File: src/rtl/dmem_arbiter.sv
// ---------------------------------------------------------------------------
// dmem_arbiter
//
// Purpose:
//   Shares one single-port, synchronous-read data SRAM between NUM_CORES
//   single-cycle MIPS cores. Requests are arbitrated round-robin. Each access
//   takes an IDLE cycle, which drives the SRAM address and commits stores,
//   followed by a RESP cycle, which returns read data and pulses done. Every
//   requesting core that is not being completed is stalled.
//
// Ports:
//   clk         in   single clock
//   reset       in   asynchronous, active-low reset
//   req         in   [NUM_CORES]        per-core access request
//   we          in   [NUM_CORES]        per-core write enable (1 = store)
//   addr        in   [NUM_CORES*ADDR_W] per-core byte address, core i at
//                                       [i*ADDR_W +: ADDR_W]
//   wdata       in   [NUM_CORES*32]     per-core store data
//   stall       out  [NUM_CORES]        per-core stall (req & ~done)
//   rdata       out  [32]               load data broadcast to all cores
//   done        out  [NUM_CORES]        one-hot access-complete pulse
//   sram_addr   out  [ADDR_W]           SRAM address
//   sram_we     out                     SRAM write enable
//   sram_wdata  out  [32]               SRAM write data
//   sram_rdata  in   [32]               SRAM read data (valid one cycle
//                                       after the address)
//   grant_cnt   out  [NUM_CORES*16]     saturating per-core completion
//                                       counters (only with
//                                       DMEM_ARBITER_STATS_EN defined)
//
// Optional build macro:
//   DMEM_ARBITER_STATS_EN - adds the grant_cnt port and its counters.
// ---------------------------------------------------------------------------
module dmem_arbiter #(
  parameter int NUM_CORES = 4,
  parameter int ADDR_W    = 32,
  parameter int IDX_W     = $clog2(NUM_CORES)
) (
  input  logic                        clk,
  input  logic                        reset,
  input  logic [NUM_CORES-1:0]        req,
  input  logic [NUM_CORES-1:0]        we,
  input  logic [NUM_CORES*ADDR_W-1:0] addr,
  input  logic [NUM_CORES*32-1:0]     wdata,
  output logic [NUM_CORES-1:0]        stall,
  output logic [31:0]                 rdata,
  output logic [NUM_CORES-1:0]        done,
  output logic [ADDR_W-1:0]           sram_addr,
  output logic                        sram_we,
  output logic [31:0]                 sram_wdata,
  input  logic [31:0]                 sram_rdata
`ifdef DMEM_ARBITER_STATS_EN
  ,
  output logic [NUM_CORES*16-1:0]     grant_cnt
`endif
);

  // The FSM has only two states: arbitrate/issue and respond.
  localparam logic [0:0] IDLE = 1'b0;
  localparam logic [0:0] RESP = 1'b1;

  logic [0:0]       state;
  logic [IDX_W-1:0] gidx;
  logic [IDX_W-1:0] ptr;

  // Per-core address and data buses unpacked into arrays so that the
  // multiplexers can be indexed directly by the grant index.
  logic [ADDR_W-1:0] addr_arr  [NUM_CORES];
  logic [31:0]       wdata_arr [NUM_CORES];

  for (genvar g = 0; g < NUM_CORES; g++) begin : g_unpack
    assign addr_arr[g]  = addr[g*ADDR_W +: ADDR_W];
    assign wdata_arr[g] = wdata[g*32 +: 32];
  end

  // Round-robin search. The request vector is rotated right by ptr, so bit j
  // of req_rot belongs to core (ptr + j) mod NUM_CORES. The lowest set bit is
  // the offset of the winner from ptr.
  logic                   any_req;
  logic [2*NUM_CORES-1:0] req_dbl;
  logic [NUM_CORES-1:0]   req_rot;
  logic [IDX_W-1:0]       win_off;
  logic [IDX_W:0]         win_sum;
  logic [IDX_W-1:0]       winner;

  assign any_req = |req;
  assign req_dbl = {req, req};
  assign req_rot = NUM_CORES'(req_dbl >> ptr);

  always_comb begin
    win_off = '0;
    for (int j = NUM_CORES - 1; j >= 0; j--) begin
      if (req_rot[j]) begin
        win_off = IDX_W'(j);
      end
    end
  end

  // Convert the offset back into an absolute core index. The wrap is
  // explicit so that a non-power-of-two NUM_CORES also wraps correctly.
  always_comb begin
    win_sum = {1'b0, ptr} + {1'b0, win_off};
    if (win_sum >= (IDX_W+1)'(NUM_CORES)) begin
      win_sum = win_sum - (IDX_W+1)'(NUM_CORES);
    end
    winner = win_sum[IDX_W-1:0];
  end

  // Main FSM. IDLE latches the winner and moves to RESP whenever any core is
  // requesting. RESP always lasts exactly one cycle and advances the pointer
  // past the core that was just served.
  always_ff @(posedge clk or negedge reset) begin
    if (!reset) begin
      state <= IDLE;
      gidx  <= '0;
      ptr   <= '0;
    end else begin
      case (state)
        IDLE: begin
          if (any_req) begin
            gidx  <= winner;
            state <= RESP;
          end
        end
        RESP: begin
          if (gidx == IDX_W'(NUM_CORES - 1)) begin
            ptr <= '0;
          end else begin
            ptr <= gidx + IDX_W'(1);
          end
          state <= IDLE;
        end
        default: begin
          state <= IDLE;
        end
      endcase
    end
  end

  // done comes only from registered state and gidx, so it cannot glitch
  // towards a core that has not been granted.
  always_comb begin
    done = '0;
    if (state == RESP) begin
      done[gidx] = 1'b1;
    end
  end

  assign stall = req & ~done;
  assign rdata = (state == RESP) ? sram_rdata : 32'h0;

  // SRAM drive. In IDLE the winner is presented combinationally, so a store
  // commits at the IDLE->RESP edge. In RESP the granted address stays on the
  // bus. The reset term forces zeros while reset is held; in particular it
  // blocks any write even though req may still be asserted.
  always_comb begin
    sram_addr  = '0;
    sram_wdata = '0;
    sram_we    = 1'b0;
    if (reset) begin
      if (state == RESP) begin
        sram_addr  = addr_arr[gidx];
        sram_wdata = wdata_arr[gidx];
      end else if (any_req) begin
        sram_addr  = addr_arr[winner];
        sram_wdata = wdata_arr[winner];
        sram_we    = we[winner];
      end
    end
  end

`ifdef DMEM_ARBITER_STATS_EN
  // Per-core completion counters. They saturate at all-ones instead of
  // wrapping, so that a long run never looks like a small count.
  logic [15:0] cnt [NUM_CORES];

  always_ff @(posedge clk or negedge reset) begin
    if (!reset) begin
      for (int i = 0; i < NUM_CORES; i++) begin
        cnt[i] <= '0;
      end
    end else begin
      for (int i = 0; i < NUM_CORES; i++) begin
        if (done[i] && (cnt[i] != 16'hFFFF)) begin
          cnt[i] <= cnt[i] + 16'd1;
        end
      end
    end
  end

  for (genvar g = 0; g < NUM_CORES; g++) begin : g_cnt
    assign grant_cnt[g*16 +: 16] = cnt[g];
  end
`endif

endmodule

File: config.mk
export PLATFORM = sky130hd
export DESIGN_NAME = dmem_arbiter
export DESIGN_NICKNAME = d
export VERILOG_FILES = /design/src/rtl/dmem_arbiter.sv
export SDC_FILE = /design/constraint.sdc
export NUM_CORES = 1
export LEC_CHECK = 0
export CORE_AREA = 8 8 152 154
export DETAILED_ROUTE_END_ITERATION = 16
export DIE_AREA = 0 0 160 162
export PLACE_DENSITY = 0.65
export SKIP_LAST_GASP = 1
export SLEW_MARGIN = 20
export SYNTH_ARGS = -nofsm -noshare
export SYNTH_HDL_FRONTEND = slang
export SYNTH_SLANG_ARGS = --single-unit
File: constraint.sdc
create_clock -name clk -period 4.9 [get_ports clk]
set_input_delay 0.735 -clock clk [delete_from_list [all_inputs] [get_ports clk]]
set_output_delay 0.735 -clock clk [all_outputs]
set_load 0.01 [all_outputs]
[Word level (Yosys, flattened, before mapping)]
Cells that the tools add are included.
Storage, ports and cells
  register bits: 5
  bits in latches: 0
  bits in writable memories: 0
  ROM bits: 0
  bits of input ports: 298
  output and inout bits: 105
  logic and storage cells: 57
  memories kept: 0
Cells by class
  add/subtract/negate cells: 3
  multipliers: 0
  divide/modulo/power cells: 0
  $lt $le $gt $ge: 6
  equal/unequal tests: 1
  shifts and indexed selects: 1
  mux-type cells: 35
  bitwise gates (word level): 5
  reduce and logical (&&, ||, !) cells: 3
Operator list (number)
  $mux W32: 15
  $bmux W32 S2: 4
  $mux W2: 6
  $ge A3 B3 Y1 const B: 3
  $shr A8 B2 Y4: 1
  $lt A2 B3 Y1 const B: 2
  $mux W1: 6
  $not A2 Y3: 2
  $and A4 B4 Y4: 1
  $mux W4: 1
  $not A4 Y4: 1
  $reduce_or A4 Y1: 1
  $add A2 B2 Y3: 1
  $add A2 B1 Y2 const B: 1
  $bmux W1 S2: 1
  $demux W1 S2: 1
  $eq A2 B2 Y1 const B: 1
  $ge A2 B1 Y1 const B: 1
  $pmux W1 S2: 1
  $reduce_and A2 Y1: 1
  $sub A2 B1 Y2 const B: 1
  $logic_and A1 B1 Y1: 1
  $not A1 Y1: 1

[Longest topological paths before layout]
  depth after elaboration: 15
  depth in mapped cells: 12
  mapped depth without buffers: 9

[Worst setup path before layout]
No wires, ideal clock.
  path kind: input port to output port
  start point: input req[2]
  end point: output sram_addr[31]
  arrival: 3.038 ns
  required time: 4.165 ns
  setup slack: 1.127 ns
  stages on the path: 12
  buffers on the path: 4
  path through: buf_4 > nand2_1 > a21oi_1 > o22ai_1 > o21a_1 > ha_1 > clkbuf_1 > clkbuf_1 > clkbuf_1 > mux2_2 > mux2i_1 > o221ai_1
Between the ends
  longest elaborated chain between the ends: 15
  elaborated cells between the ends (all ways): 17
  classes of those cells: 2 x add/sub; 1 x order compare; 1 x shift; 11 x mux; 1 x bitwise; 1 x reduce/logical
Ends and longest elaborated chain
  start, declared: RTL line 41  | input logic [NUM_CORES-1:0] req,
  $shr A8 B2 Y4 (*): RTL line 88  | assign req_rot = NUM_CORES'(req_dbl >> ptr);
  $mux W2 (3 in a row): RTL line 93  | if (req_rot[j]) begin
  $mux W2 (*): RTL line 93
  $add A2 B2 Y3 (*): RTL line 102  | win_sum = {1'b0, ptr} + {1'b0, win_off};
  $ge A3 B3 Y1 / $sub A2 B1 Y2 (equally long branches): RTL line 103, 104
  $mux W2 (*): RTL line 103  | if (win_sum >= (IDX_W+1)'(NUM_CORES)) begin
  named net win_sum[0]: RTL line 83  | logic [IDX_W:0] win_sum;
  $not A2 Y3 (not written as such) (*): RTL line 165  | sram_addr = addr_arr[winner];
  $bmux W32 S2 (*): RTL line 165
  $mux W32 (not written as such) (*) (2 in a row): RTL line 165
  $mux W32 (*): RTL line 164  | end else if (any_req) begin
  $mux W32 (*): RTL line 161  | if (state == RESP) begin
  $mux W32 (*): RTL line 160  | if (reset) begin
  end, declared: RTL line 48  | output logic [ADDR_W-1:0] sram_addr,
The timed path passes the listed nets; every way through them passes the cells marked *. The select of a mux whose other input is x is not followed.

[Worst setup path after layout]
  start point: input req[3]
  end point: output sram_wdata[11]
Between the ends
  longest elaborated chain between the ends: 15
  elaborated cells between the ends (all ways): 17
  classes of those cells: 2 x add/sub; 1 x order compare; 1 x shift; 11 x mux; 1 x bitwise; 1 x reduce/logical
Ends and longest elaborated chain
  $shr A8 B2 Y4 (*): RTL line 88
  $mux W2 (3 in a row): RTL line 93
  $mux W2 (*): RTL line 93
  $add A2 B2 Y3 (*): RTL line 102
  $ge A3 B3 Y1 / $sub A2 B1 Y2 (equally long branches): RTL line 103, 104
  $mux W2 (*): RTL line 103
  named net win_sum[0]: RTL line 83
  $not A2 Y3 (not written as such) (*): RTL line 166  | sram_wdata = wdata_arr[winner];
  $bmux W32 S2 (*): RTL line 166
  $mux W32 (not written as such) (*) (2 in a row): RTL line 166
  $mux W32 (*): RTL line 164
  $mux W32 (*): RTL line 161
  $mux W32 (*): RTL line 160
  end, declared: RTL line 50  | output logic [31:0] sram_wdata,
Marked as above.

==> qor.txt <==
register area share after synthesis: 0.0206
Reg clk slew, reported paths: 0.03 ns
FMAX: 217 MHz
Final Setup Violations: 0
final layout net count: 1279
commonest non-fill, non-tap cells in the layout: clkdlybuf4s50_1 (402), mux2i_1 (130), mux2_2 (127)
initial antenna violation count: 0
number of antenna repair diodes: 0
Max FO, Critical Path: 36
Syn Area/Cell: 9.94 sq um
post-synth top area share: 0.237
leakage power: 3.59 nW
global-route wire length before repair: 41.5 mm
setup tns final: 0 ns
crit path launch type: primary input
wire length per cell: 21.6 microns
row count: 53
overall global routing resource usage: 0.196
final count of hold timing violations: 0
vias in the first global route: 7258
DP HPWL: 21.3 mm
Max Cap Viol: 0
Ports: 403
root buffer cell: clkbuf_16
# DRC: 0
WS Path Type: primary input to output pin
Core ar.: 20700 sq um
routed wire length: 27.0 mm
WP data required: 4.16 ns
total CTS buffers: 3
vias per cell: 5.47
Initial Utilization: 0.294
Hold Crit Class: flop to flop
ANT nets after route: 0
Die Area: 25900 sq um
Port Buffers: 402
Pre-Repair DR Iteration Count: 4
Clock Skew: 0.00125 ns
post-cts resize count: 0
NetSw: 2.43 mW
GP Congestion: 0.909
clock power share: 0.025
Worst VDD drop: 0.467 mV
Flop pwr share: 0.029
status: completed
Synth-to-Final Area Change: 72.5%
flop-to-flop setup slack: 2.87 ns
sw frac: 0.439
Setup crit end kind: output pin
Mapped Area: 6080 sq um
grt total ovfl: 0
Synth async-reset ratio: 1.00
CTS tree: yes
Area after DPL: 10400 sq um
largest cells by area after synthesis: mux4_2 (24%), mux2_2 (24%), mux2i_1 (21%)
Max-Slew Margin vs Limit: 0.414
chip width: 160 microns
filler instances: 1997
leading area contributor after synthesis: mux4_2
die span in y: 162 microns
Final Slew Violations: 0
combinational share of power: 0.946
top_reg_cell synth: dfrtp_1
CTS HTree Levels: 1
Max clock buf depth: 2
Synth Register Bits: 5
DRT iter0 DRCs: 311
commonest non-fill, non-tap cell in the layout: clkdlybuf4s50_1
worst skew pair latency: 0.23 ns
layout cell share with drive strength beyond 1: 0.234
Post-synth EDFFs: 0
Post-Syn Nets: 915
fin crit share: 0.939
Synth Instances: 612
Syn. warnings: 0
Synth cell types: 42
WP data arrival: 3.87 ns
# hold bufs at CTS: 0
Pint: 3.10 mW
vias after detailed routing: 6834
Post-CTS Setup Bufs: 0
final worst path period need: 4.60 ns
Slew @ Worst Pin: 0.879 ns
largest net degree at the start of global routing: 64
RSZ-0062 raised after global routing: no
Sink Count: 5
post-route cell area: 10500 sq um
Power Dens Cells: 528 nW/um^2
[cell type report]
cell class | instances | area [sq um] | area share
Inverter | 3 | 11.3 | 0.00107
Timing Repair Buffer | 428 | 4360 | 0.415
Sequential cell | 5 | 130 | 0.0124
Clock buffer | 4 | 78.8 | 0.00751
Tap cell | 275 | 344 | 0.0328
Multi-Input combinational cell | 535 | 5570 | 0.531
[cells in the mapped netlist (6+ instances only)]
cell,n
and2_1,37
mux4_2,64
nand2_1,69
buf_2,16
buf_1,6
nor2b_1,9
mux2i_1,130
o221ai_1,63
mux2_2,127
clkbuf_1,32
[logic make-up (layout without fill, tap and decap cells)]
family	Yosys count	count (layout)	share of synthesized area
AOI/OAI and AO/OA	79	79	0.107
DFF	5	5	0.0206
xor gates and xnor gates	1	1	0.00144
and+or+nand+nor	129	129	0.107
buffers and inverters	72	435	0.0679
muxes	321	321	0.686
adders and majority gates	5	5	0.0103
[state kept, by name, summed over array words and instances (netlist names)]
name	cells
gidx	2
ptr	2
state	1
[power by group through the flow]
stage	logic, mW	registers, mW	clock network (mW)
detailed placement	5.25	0.170	0
global placement	5.19	0.170	0
floorplan	3.56	0.0767	0
CTS	5.28	0.169	0.138
finish	5.23	0.163	0.137
global route	5.61	0.177	0.142
[worst max-delay path, cell delays in order]
cell	delay [ns]
clkdlybuf4s50_1	0.53
nor2b_1	0.20
a21oi_1	0.12
o22ai_1	0.09
o21a_1	0.21
ha_4	0.30
buf_12	0.22
buf_4	0.22
mux2_2	0.36
mux2i_1	0.14
o221ai_1	0.16
clkdlybuf4s50_1	0.52
[final timing paths]
check / start / to / depth (start not counted)
min: ptr[0] / ptr[0] / 2
min reg2reg: ptr[0] / ptr[0] / 2
min in group asynchronous: reset / state / 1
max reg2reg: ptr[1] / gidx[1] / 9
max: req[3] / sram_wdata[11] / 12
max in group asynchronous: reset / gidx[0] / 1
[through the flow]
| step | setup WS [ns] | hold WS (ns) | power (mW) | cells | util |
|---|---|---|---|---|---|
| detailed placement | 0.314 | 0.683 | 5.42 | 1246 | 0.503 |
| global placement | 0.355 | 0.676 | 5.36 | 1246 | 0.503 |
| CTS | 0.307 | 0.689 | 5.59 | 1250 | 0.507 |
| floorplan | 1.13 | 0.439 | 3.63 | 612 | - |
| finish | 0.300 | 0.684 | 5.53 | 1250 | 0.507 |
| global route | 0.120 | 0.712 | 5.93 | 1250 | 0.507 |
[layer usage]
| metal | global-route usage | wire length (microns) |
|---|---|---|
| met5 | 0 | 0 |
| met4 | 0.0438 | 566 |
| met3 | 0.0557 | 2380 |
| met2 | 0.352 | 13600 |
| met1 | 0.228 | 10500 |
No activity file was read; power rests on OpenSTA's default activity.
